==> config.mk <==
export PLATFORM = sky130hd
export DESIGN_NAME = mem_lsu_ctrl
export DESIGN_NICKNAME = d
export VERILOG_FILES = /design/src/rtl/mem_lsu_ctrl_pkg.sv /design/src/rtl/mem_lsu_ctrl_load_extract.sv /design/src/rtl/mem_lsu_ctrl.sv
export SDC_FILE = /design/constraint.sdc
export NUM_CORES = 1
export LEC_CHECK = 0
export BUFFER_PORTS_ARGS = -buffer_cell sky130_fd_sc_hd__buf_2
export CAP_MARGIN = 10
export CORE_ASPECT_RATIO = 1.1
export CORE_UTILIZATION = 30
export DETAILED_ROUTE_END_ITERATION = 8
export SETUP_SLACK_MARGIN = 0.4
export SYNTH_ARGS = -nofsm -noshare
export SYNTH_HDL_FRONTEND = slang
export SYNTH_SLANG_ARGS = --single-unit
==> constraint.sdc <==
create_clock -name clk -period 5.05 [get_ports clk]
set_clock_uncertainty 0.15 [all_clocks]
set_input_delay 1.01 -clock clk [delete_from_list [all_inputs] [get_ports clk]]
set_output_delay 1.01 -clock clk [all_outputs]
set_load 0.01 [all_outputs]
==> src/rtl/mem_lsu_ctrl_pkg.sv <==
// Shared definitions for the MEM-stage load/store controller: access size codes,
// FSM encoding, byte-enable patterns and the alignment/lane helpers.
package mem_lsu_ctrl_pkg;

    localparam logic [1:0] SZ_BYTE = 2'b00;
    localparam logic [1:0] SZ_HALF = 2'b01;
    localparam logic [1:0] SZ_WORD = 2'b10;
    localparam logic [1:0] SZ_RSVD = 2'b11;

    localparam logic [1:0] ST_IDLE = 2'd0;
    localparam logic [1:0] ST_REQ  = 2'd1;
    localparam logic [1:0] ST_DONE = 2'd2;

    localparam logic [3:0] BE_NONE = 4'b0000;
    localparam logic [3:0] BE_B0   = 4'b0001;
    localparam logic [3:0] BE_HLO  = 4'b0011;
    localparam logic [3:0] BE_HHI  = 4'b1100;
    localparam logic [3:0] BE_WORD = 4'b1111;

    function automatic logic access_illegal(input logic [1:0] size, input logic [1:0] lo);
        case (size)
            SZ_BYTE: access_illegal = 1'b0;
            SZ_HALF: access_illegal = lo[0];
            SZ_WORD: access_illegal = |lo;
            default: access_illegal = 1'b1;
        endcase
    endfunction

    function automatic logic [3:0] byte_enables(input logic [1:0] size, input logic [1:0] lo);
        case (size)
            SZ_BYTE: byte_enables = BE_B0 << lo;
            SZ_HALF: byte_enables = lo[1] ? BE_HHI : BE_HLO;
            SZ_WORD: byte_enables = BE_WORD;
            default: byte_enables = BE_NONE;
        endcase
    endfunction

endpackage

==> src/rtl/mem_lsu_ctrl_load_extract.sv <==
// Selects the addressed byte/halfword lane of a memory word and sign- or
// zero-extends it to 32 bits.
module mem_lsu_ctrl_load_extract
    import mem_lsu_ctrl_pkg::*;
(
    input  logic [31:0] dm_rdata,
    input  logic [1:0]  addr_lo,
    input  logic [1:0]  size,
    input  logic        ld_unsigned,
    output logic [31:0] ld_data
);

    logic [7:0]  byte_lane;
    logic [15:0] half_lane;
    logic        fill_b;
    logic        fill_h;

    always_comb begin
        case (addr_lo)
            2'd0:    byte_lane = dm_rdata[7:0];
            2'd1:    byte_lane = dm_rdata[15:8];
            2'd2:    byte_lane = dm_rdata[23:16];
            default: byte_lane = dm_rdata[31:24];
        endcase
        half_lane = addr_lo[1] ? dm_rdata[31:16] : dm_rdata[15:0];
        fill_b    = ~ld_unsigned & byte_lane[7];
        fill_h    = ~ld_unsigned & half_lane[15];

        case (size)
            SZ_BYTE: ld_data = {{24{fill_b}}, byte_lane};
            SZ_HALF: ld_data = {{16{fill_h}}, half_lane};
            default: ld_data = dm_rdata;
        endcase
    end

endmodule

==> src/rtl/mem_lsu_ctrl.sv <==
// MEM-stage load/store controller: packs store lanes, extends load lanes and
// stalls the pipeline across a req/ack handshake with variable-latency memory.
module mem_lsu_ctrl
    import mem_lsu_ctrl_pkg::*;
#(
    parameter int ADDR_W = 32
) (
    input  logic              clk,
    input  logic              rst,
    input  logic              mem_en,
    input  logic              mem_wr,
    input  logic [1:0]        size,
    input  logic              ld_unsigned,
    input  logic [ADDR_W-1:0] addr,
    input  logic [31:0]       wdata,
    output logic [31:0]       rdata_out,
    output logic              stall,
    output logic              addr_err,
    output logic              dm_req,
    output logic              dm_we,
    output logic [ADDR_W-1:0] dm_addr,
    output logic [3:0]        dm_be,
    output logic [31:0]       dm_wdata,
    input  logic [31:0]       dm_rdata,
    input  logic              dm_ack
);

    logic [1:0]        state_q, state_d;
    logic              req_q, req_d;
    logic              we_q, we_d;
    logic [ADDR_W-1:0] addr_q, addr_d;
    logic [3:0]        be_q, be_d;
    logic [31:0]       wdata_q, wdata_d;
    logic [31:0]       rdata_q, rdata_d;
    logic [1:0]        size_q, size_d;
    logic              uns_q, uns_d;
    logic [1:0]        lo_q, lo_d;
    logic [31:0]       ld_data;

    function automatic logic [31:0] pack_store(input logic [1:0] sz, input logic [31:0] wd);
        case (sz)
            SZ_BYTE: pack_store = {4{wd[7:0]}};
            SZ_HALF: pack_store = {2{wd[15:0]}};
            default: pack_store = wd;
        endcase
    endfunction

    mem_lsu_ctrl_load_extract u_load_extract (
        .dm_rdata    (dm_rdata),
        .addr_lo     (lo_q),
        .size        (size_q),
        .ld_unsigned (uns_q),
        .ld_data     (ld_data)
    );

    always_comb begin
        state_d  = state_q;
        req_d    = req_q;
        we_d     = we_q;
        addr_d   = addr_q;
        be_d     = be_q;
        wdata_d  = wdata_q;
        rdata_d  = rdata_q;
        size_d   = size_q;
        uns_d    = uns_q;
        lo_d     = lo_q;
        stall    = 1'b0;
        addr_err = 1'b0;

        case (state_q)
            ST_IDLE: begin
                if (mem_en) begin
                    if (access_illegal(size, addr[1:0])) begin
                        addr_err = 1'b1;
                    end else begin
                        stall   = 1'b1;
                        state_d = ST_REQ;
                        req_d   = 1'b1;
                        we_d    = mem_wr;
                        size_d  = size;
                        uns_d   = ld_unsigned;
                        lo_d    = addr[1:0];
                        addr_d  = {addr[ADDR_W-1:2], 2'b00};
                        be_d    = byte_enables(size, addr[1:0]);
                        wdata_d = pack_store(size, wdata);
                    end
                end
            end
            ST_REQ: begin
                stall = 1'b1;
                if (dm_ack) begin
                    state_d = ST_DONE;
                    req_d   = 1'b0;
                    we_d    = 1'b0;
                    if (!we_q) begin
                        rdata_d = ld_data;
                    end
                end
            end
            // One free cycle lets the pipeline advance; the instruction still presented is ignored.
            ST_DONE: state_d = ST_IDLE;
            default: state_d = ST_IDLE;
        endcase
    end

    always_ff @(posedge clk) begin
        if (rst) begin
            state_q <= ST_IDLE;
            req_q   <= 1'b0;
            we_q    <= 1'b0;
            addr_q  <= '0;
            be_q    <= BE_NONE;
            wdata_q <= '0;
            rdata_q <= '0;
            size_q  <= SZ_BYTE;
            uns_q   <= 1'b0;
            lo_q    <= 2'b00;
        end else begin
            state_q <= state_d;
            req_q   <= req_d;
            we_q    <= we_d;
            addr_q  <= addr_d;
            be_q    <= be_d;
            wdata_q <= wdata_d;
            rdata_q <= rdata_d;
            size_q  <= size_d;
            uns_q   <= uns_d;
            lo_q    <= lo_d;
        end
    end

    assign dm_req    = req_q;
    assign dm_we     = we_q;
    assign dm_addr   = addr_q;
    assign dm_be     = be_q;
    assign dm_wdata  = wdata_q;
    assign rdata_out = rdata_q;

endmodule

Yosys cells after proc, flatten, opt, wreduce, memory -nomap -nowiden
Cells that the tools add are included.
{"block": "totals", "regBits": 107, "inputBits": 104, "out_inout_bits": 104}
{"block": "classes", "eq_ne": 9, "shift": 1, "muxes": 26, "n_bitwise": 5, "reduce_logical": 10}
{"op": "$pmux 32 s2", "n": 2}
{"op": "$pmux 8 s3", "n": 1}
{"op": "$mux 16", "n": 1}
{"op": "$mux 1", "n": 12}
{"op": "$pmux 4 s3", "n": 1}
{"op": "$reduce_and 3->1", "n": 3}
{"op": "$eq 2x1->1 const B", "n": 4}
{"op": "$logic_not 2->1", "n": 4}
{"op": "$mux 2", "n": 3}
{"op": "$ne 2x2->1 const B", "n": 3}
{"op": "$pmux 1 s2", "n": 3}
{"op": "$eq 2x2->1 const B", "n": 2}
{"op": "$mux 4", "n": 1}
{"op": "$pmux 2 s2", "n": 1}
{"op": "$reduce_and 4->1", "n": 1}
{"op": "$shl 1x2->4 const A", "n": 1}
{"op": "$not 1->1", "n": 3}
{"op": "$pmux 1 s3", "n": 1}
{"op": "$and 1x1->1", "n": 2}
{"op": "$reduce_bool 2->1", "n": 1}
{"op": "$reduce_or 2->1", "n": 1}

Longest topological paths before layout
{"block": "depth", "word_depth": 7, "mapped_depth": 6}

Hierarchy
A second synthesis with hierarchy kept.
{"block": "hier_totals", "hier_cells": 635, "area_unflattened_um2": 5038.6}
{"module": "mem_lsu_ctrl", "instances": 1, "cells_per_inst": 520, "area_each_um2": 4192.8, "seq_area_each_um2": 2142.1}
{"module": "mem_lsu_ctrl_load_extract", "instances": 1, "cells_per_inst": 115, "area_each_um2": 845.8, "seq_area_each_um2": 0.0}

Worst setup path before layout
No wires, ideal clock.
{"block": "synth_timing", "kind": "input to output", "startpoint": "input port addr[1]", "endpoint": "output port stall", "arrival_time_ps": 1608, "setup_slack_ps": 2282, "stages": 4, "n_path_buf": 0, "cell_sequence": "nor3_2 -> or2_2 -> a21oi_1 -> nor2_1"}
{"block": "synth_via", "elab_chain_cells": 7}
{"item": "start, declared", "line": "mem_lsu_ctrl.sv:14", "source": "input logic [ADDR_W-1:0] addr,"}
{"item": "$reduce_or 2->1", "line": "mem_lsu_ctrl_pkg.sv:24", "source": "SZ_WORD: access_illegal = |lo;"}
{"item": "$pmux 1 s3", "line": "mem_lsu_ctrl_pkg.sv:21", "source": "case (size)"}
{"item": "$mux 1", "line": "mem_lsu_ctrl.sv:72", "source": "if (mem_en) begin"}
{"item": "$mux 1", "line": "mem_lsu_ctrl.sv:70", "source": "case (state_q)"}
{"item": "$mux 1", "line": "mem_lsu_ctrl.sv:73", "source": "if (access_illegal(size, addr[1:0])) begin"}
{"item": "$mux 1", "line": "mem_lsu_ctrl.sv:72"}
{"item": "$pmux 1 s2", "line": "mem_lsu_ctrl.sv:70"}
{"item": "end, declared", "line": "mem_lsu_ctrl.sv:17", "source": "output logic stall,"}
No other way between the ends. The select of a mux whose other input is x is not followed.

Worst setup path after layout
{"block": "layout_timing", "startpoint": "input port size[1]", "endpoint": "output port stall"}
{"block": "layout_via", "elab_chain_cells": 7, "elab_cells_between_ends": 9, "cone_classes": "eq/ne: 2; mux: 6; reduce/logical: 1"}
{"item": "start, declared", "line": "mem_lsu_ctrl.sv:12", "source": "input logic [1:0] size,"}
{"item": "$eq 2x2->1, or another cell as far along", "line": "mem_lsu_ctrl_pkg.sv:21"}
{"item": "$pmux 1 s3 *", "line": "mem_lsu_ctrl_pkg.sv:21"}
{"item": "$mux 1 *", "line": "mem_lsu_ctrl.sv:72"}
{"item": "$mux 1 *", "line": "mem_lsu_ctrl.sv:70"}
{"item": "$mux 1 *", "line": "mem_lsu_ctrl.sv:73"}
{"item": "$mux 1 *", "line": "mem_lsu_ctrl.sv:72"}
{"item": "$pmux 1 s2 *", "line": "mem_lsu_ctrl.sv:70"}
Every way passes the cells marked *; elsewhere a longest branch is shown, timed or not. The select of a mux whose other input is x is not followed.

==> flow_summary.yaml <==
yosys:
  syn_area_um2: 4750
  avgSynthCellArea_um2: 8.13
  synth_warnings: 0
  syn_inst: 585
  ys_seq_area_share_pct: 45.1
  ys_seq_elements: 107
  ys_types: 45
timing:
  drv_slew: 0
  worst_slew_pin_slew_ns: 0.905
  final.setup.tns_ns: 0
  fin_crit_sh_pct: 72.1
  hold_violations: 0
  maxSlewHeadroom_pct: 39.7
  fmax_mhz: 275
  grt_setup_unrepaired: "false"
  min_period_ns: 3.64
  whs_ns: 0.300
  setup_viol: 0
pwr:
  clkPwrFrac_pct: 37.5
  power_density_nw_per_um2: 320
  p_sw_share_pct: 27.0
  internal_power_uw: 1430
  power_frac_comb_pct: 15.7
  p_leak_uw: 0.00267
  pwr-share-seq_pct: 46.8
  power_switching_uw: 529
  ir_worst_vdd_v: 0.000206
grt:
  grt_use_total_pct: 17.2
  grt_max_degree: 79
  grt_pass1_wl_mm: 22.3
  grt_pass1_vias: 4266
  antenna_found_initial: 0
  gr-total-overflow: 0
final_layout:
  final_cell_mix: "buf_2, nand2_1, dfxtp_1"
  diodes: 0
  area_growth_pct: 28.6
  final_nets: 861
  final_common_cell: "buf_2"
  drive_gt1_share_pct: 32.7
  fillers: 1621
worst_setup_path:
  arrival_ns: 2.48
  critPathMaxFanout: 40
  endpoint_kind: "output pin"
  required_ns: 3.89
  start_kind: "input pin"
  critPathKind: "input pin to output pin"
detailed_routing:
  wire_per_inst_um: 15.0
  wl_met1_mm: 6.51
  wl_met3_um: 989
  drc: 0
  first_iter_violations: 228
  via_per_inst: 4.83
  drtAntennaViolNets: 0
  maxUsedRoutingLayer: "met4"
  route.met2.wl_mm: 6.67
  drtPass1Iterations: 4
  via_count: 4624
  wl_mm: 14.3
clock_tree:
  cts_root_buf: "clkbuf_16"
  worstSkewPairLatency_ns: 0.35
  hold_buffers: 0
  clock_path_buffers: 2
  htree_levels: 3
  clkTransAtPathRegs_ns: 0.07
  cts_tree: "built"
  cts_sinks: 107
  cts_setup_buffers: 0
  cts_resized: 0
  cts_buffers: 9
die:
  rows: 47
  die_area_um2: 16400
  io_pins: 208
  die_w_um: 122
  core_um2: 15300
  initial_utilization_pct: 31.1
  fp.dieH_um: 134
placement:
  io_buffers: 205
  gp_congestion: 0.800
  place_hpwl_mm: 9.96
flow_run:
  cap_violations: 0
outcome:
  run_status: "finished clean"
min_path:
  hold_path.class: "register to register"
Yosys cell counts, drive strengths merged:
master / number / area share, %
a211oi: 34 / 6.4
nor3: 8 / 0.95
conb: 1 / 0.079
o21ai: 21 / 2.3
o221a: 5 / 1.2
a311oi: 8 / 1.5
buf: 25 / 3.6
mux2i: 21 / 4.4
a22oi: 7 / 1.1
o21a: 1 / 0.18
nand2: 149 / 12
a21oi: 63 / 6.9
nand2b: 3 / 0.39
nor2: 61 / 4.8
nor3b: 1 / 0.26
o21bai: 2 / 0.32
inv: 2 / 0.16
o22ai: 1 / 0.13
a221oi: 1 / 0.18
or2b: 2 / 0.32
nor2b: 4 / 0.53
a21o: 2 / 0.32
a31oi: 5 / 0.66
dfxtp: 107 / 45
nand3: 2 / 0.21
clkinv: 1 / 0.079
or2: 3 / 0.39
or3b: 1 / 0.18
and3: 2 / 0.26
nand3b: 7 / 1.4
clkbuf: 25 / 2.0
and4bb: 1 / 0.26
a22o: 8 / 1.5
o41ai: 1 / 0.18
logic make-up (layout without fill, tap and decap cells):
| kind of cell | Yosys count | count (layout) | share of synthesized area, % |
|---|---|---|---|
| buffers and inverters | 53 | 229 | 5.87 |
| AOI/OAI and AO/OA | 159 | 159 | 22.9 |
| muxes | 21 | 21 | 4.42 |
| and+or+nand+nor | 244 | 244 | 21.7 |
| DFF | 107 | 107 | 45.1 |
| other | 1 | 2 | 0.0789 |
path summary, 6_finish.rpt:
kind | depth (start not counted) | slack (ns) | startpoint | end
setup reg to reg | 5 | 2.60 | state_q[0] | dm_wdata[15]
hold / removal | 2 | 0.30 | dm_addr[7] | dm_addr[7]
setup / recovery | 6 | 1.41 | size[1] | stall
hold reg to reg | 2 | 0.30 | dm_addr[7] | dm_addr[7]
through the flow:
stage | worst slack, ns | cell area, um^2 | utilization [%] | cells | total power [uW]
after detailed placement | 1.40 | 5810 | 38.0 | 942 | 1250
after floorplan | 2.28 | 4760 | - | 586 | 1120
after CTS | 1.40 | 6120 | 40.0 | 958 | 1990
final | 1.41 | 6120 | 40.0 | 958 | 1960
after global placement | 1.41 | 5810 | 38.0 | 942 | 1240
after global routing | 1.29 | 6120 | 40.0 | 958 | 2050
metal layers:
metal  GRT usage, %  vias up
li1               -     2350
met4           5.28        0
met1           21.9     2116
met5              0        -
met2           28.3      148
met3           4.34       10
power by group through the flow:
stage                     Sequential (uW)  Combinational (uW)  Clock [uW]
final                                 917                 307         733
after global routing                  923                 340         786
after CTS                             917                 311         759
after detailed placement              937                 310           0
after global placement                936                 309           0
after floorplan                       952                 167           0
cell type report:
type / instances / area [um^2] / area share, %
Timing Repair Buffer: 210 / 1070 / 17.4
Tap cell: 196 / 245 / 4.01
Sequential cell: 107 / 2140 / 35.0
Multi-Input combinational cell: 426 / 2340 / 38.3
Clock inverter: 3 / 46.3 / 0.757
Clock buffer: 13 / 260 / 4.26
Inverter: 3 / 11.3 / 0.184
worst max-delay path, cell delays in order:
cell	delay [ns]
buf_2	0.55
a21oi_1	0.20
or2_2	0.37
a21oi_1	0.15
nor2_1	0.04
buf_2	0.14
flip-flops by register name, indices dropped and copies added (netlist names):
signal / cells
dm_wdata: 32
rdata_out: 32
dm_addr: 30
dm_be: 4
lo_q: 2
size_q: 2
state_q: 2
dm_req: 1
dm_we: 1
uns_q: 1
No activity file was read; power rests on OpenSTA's default activity.
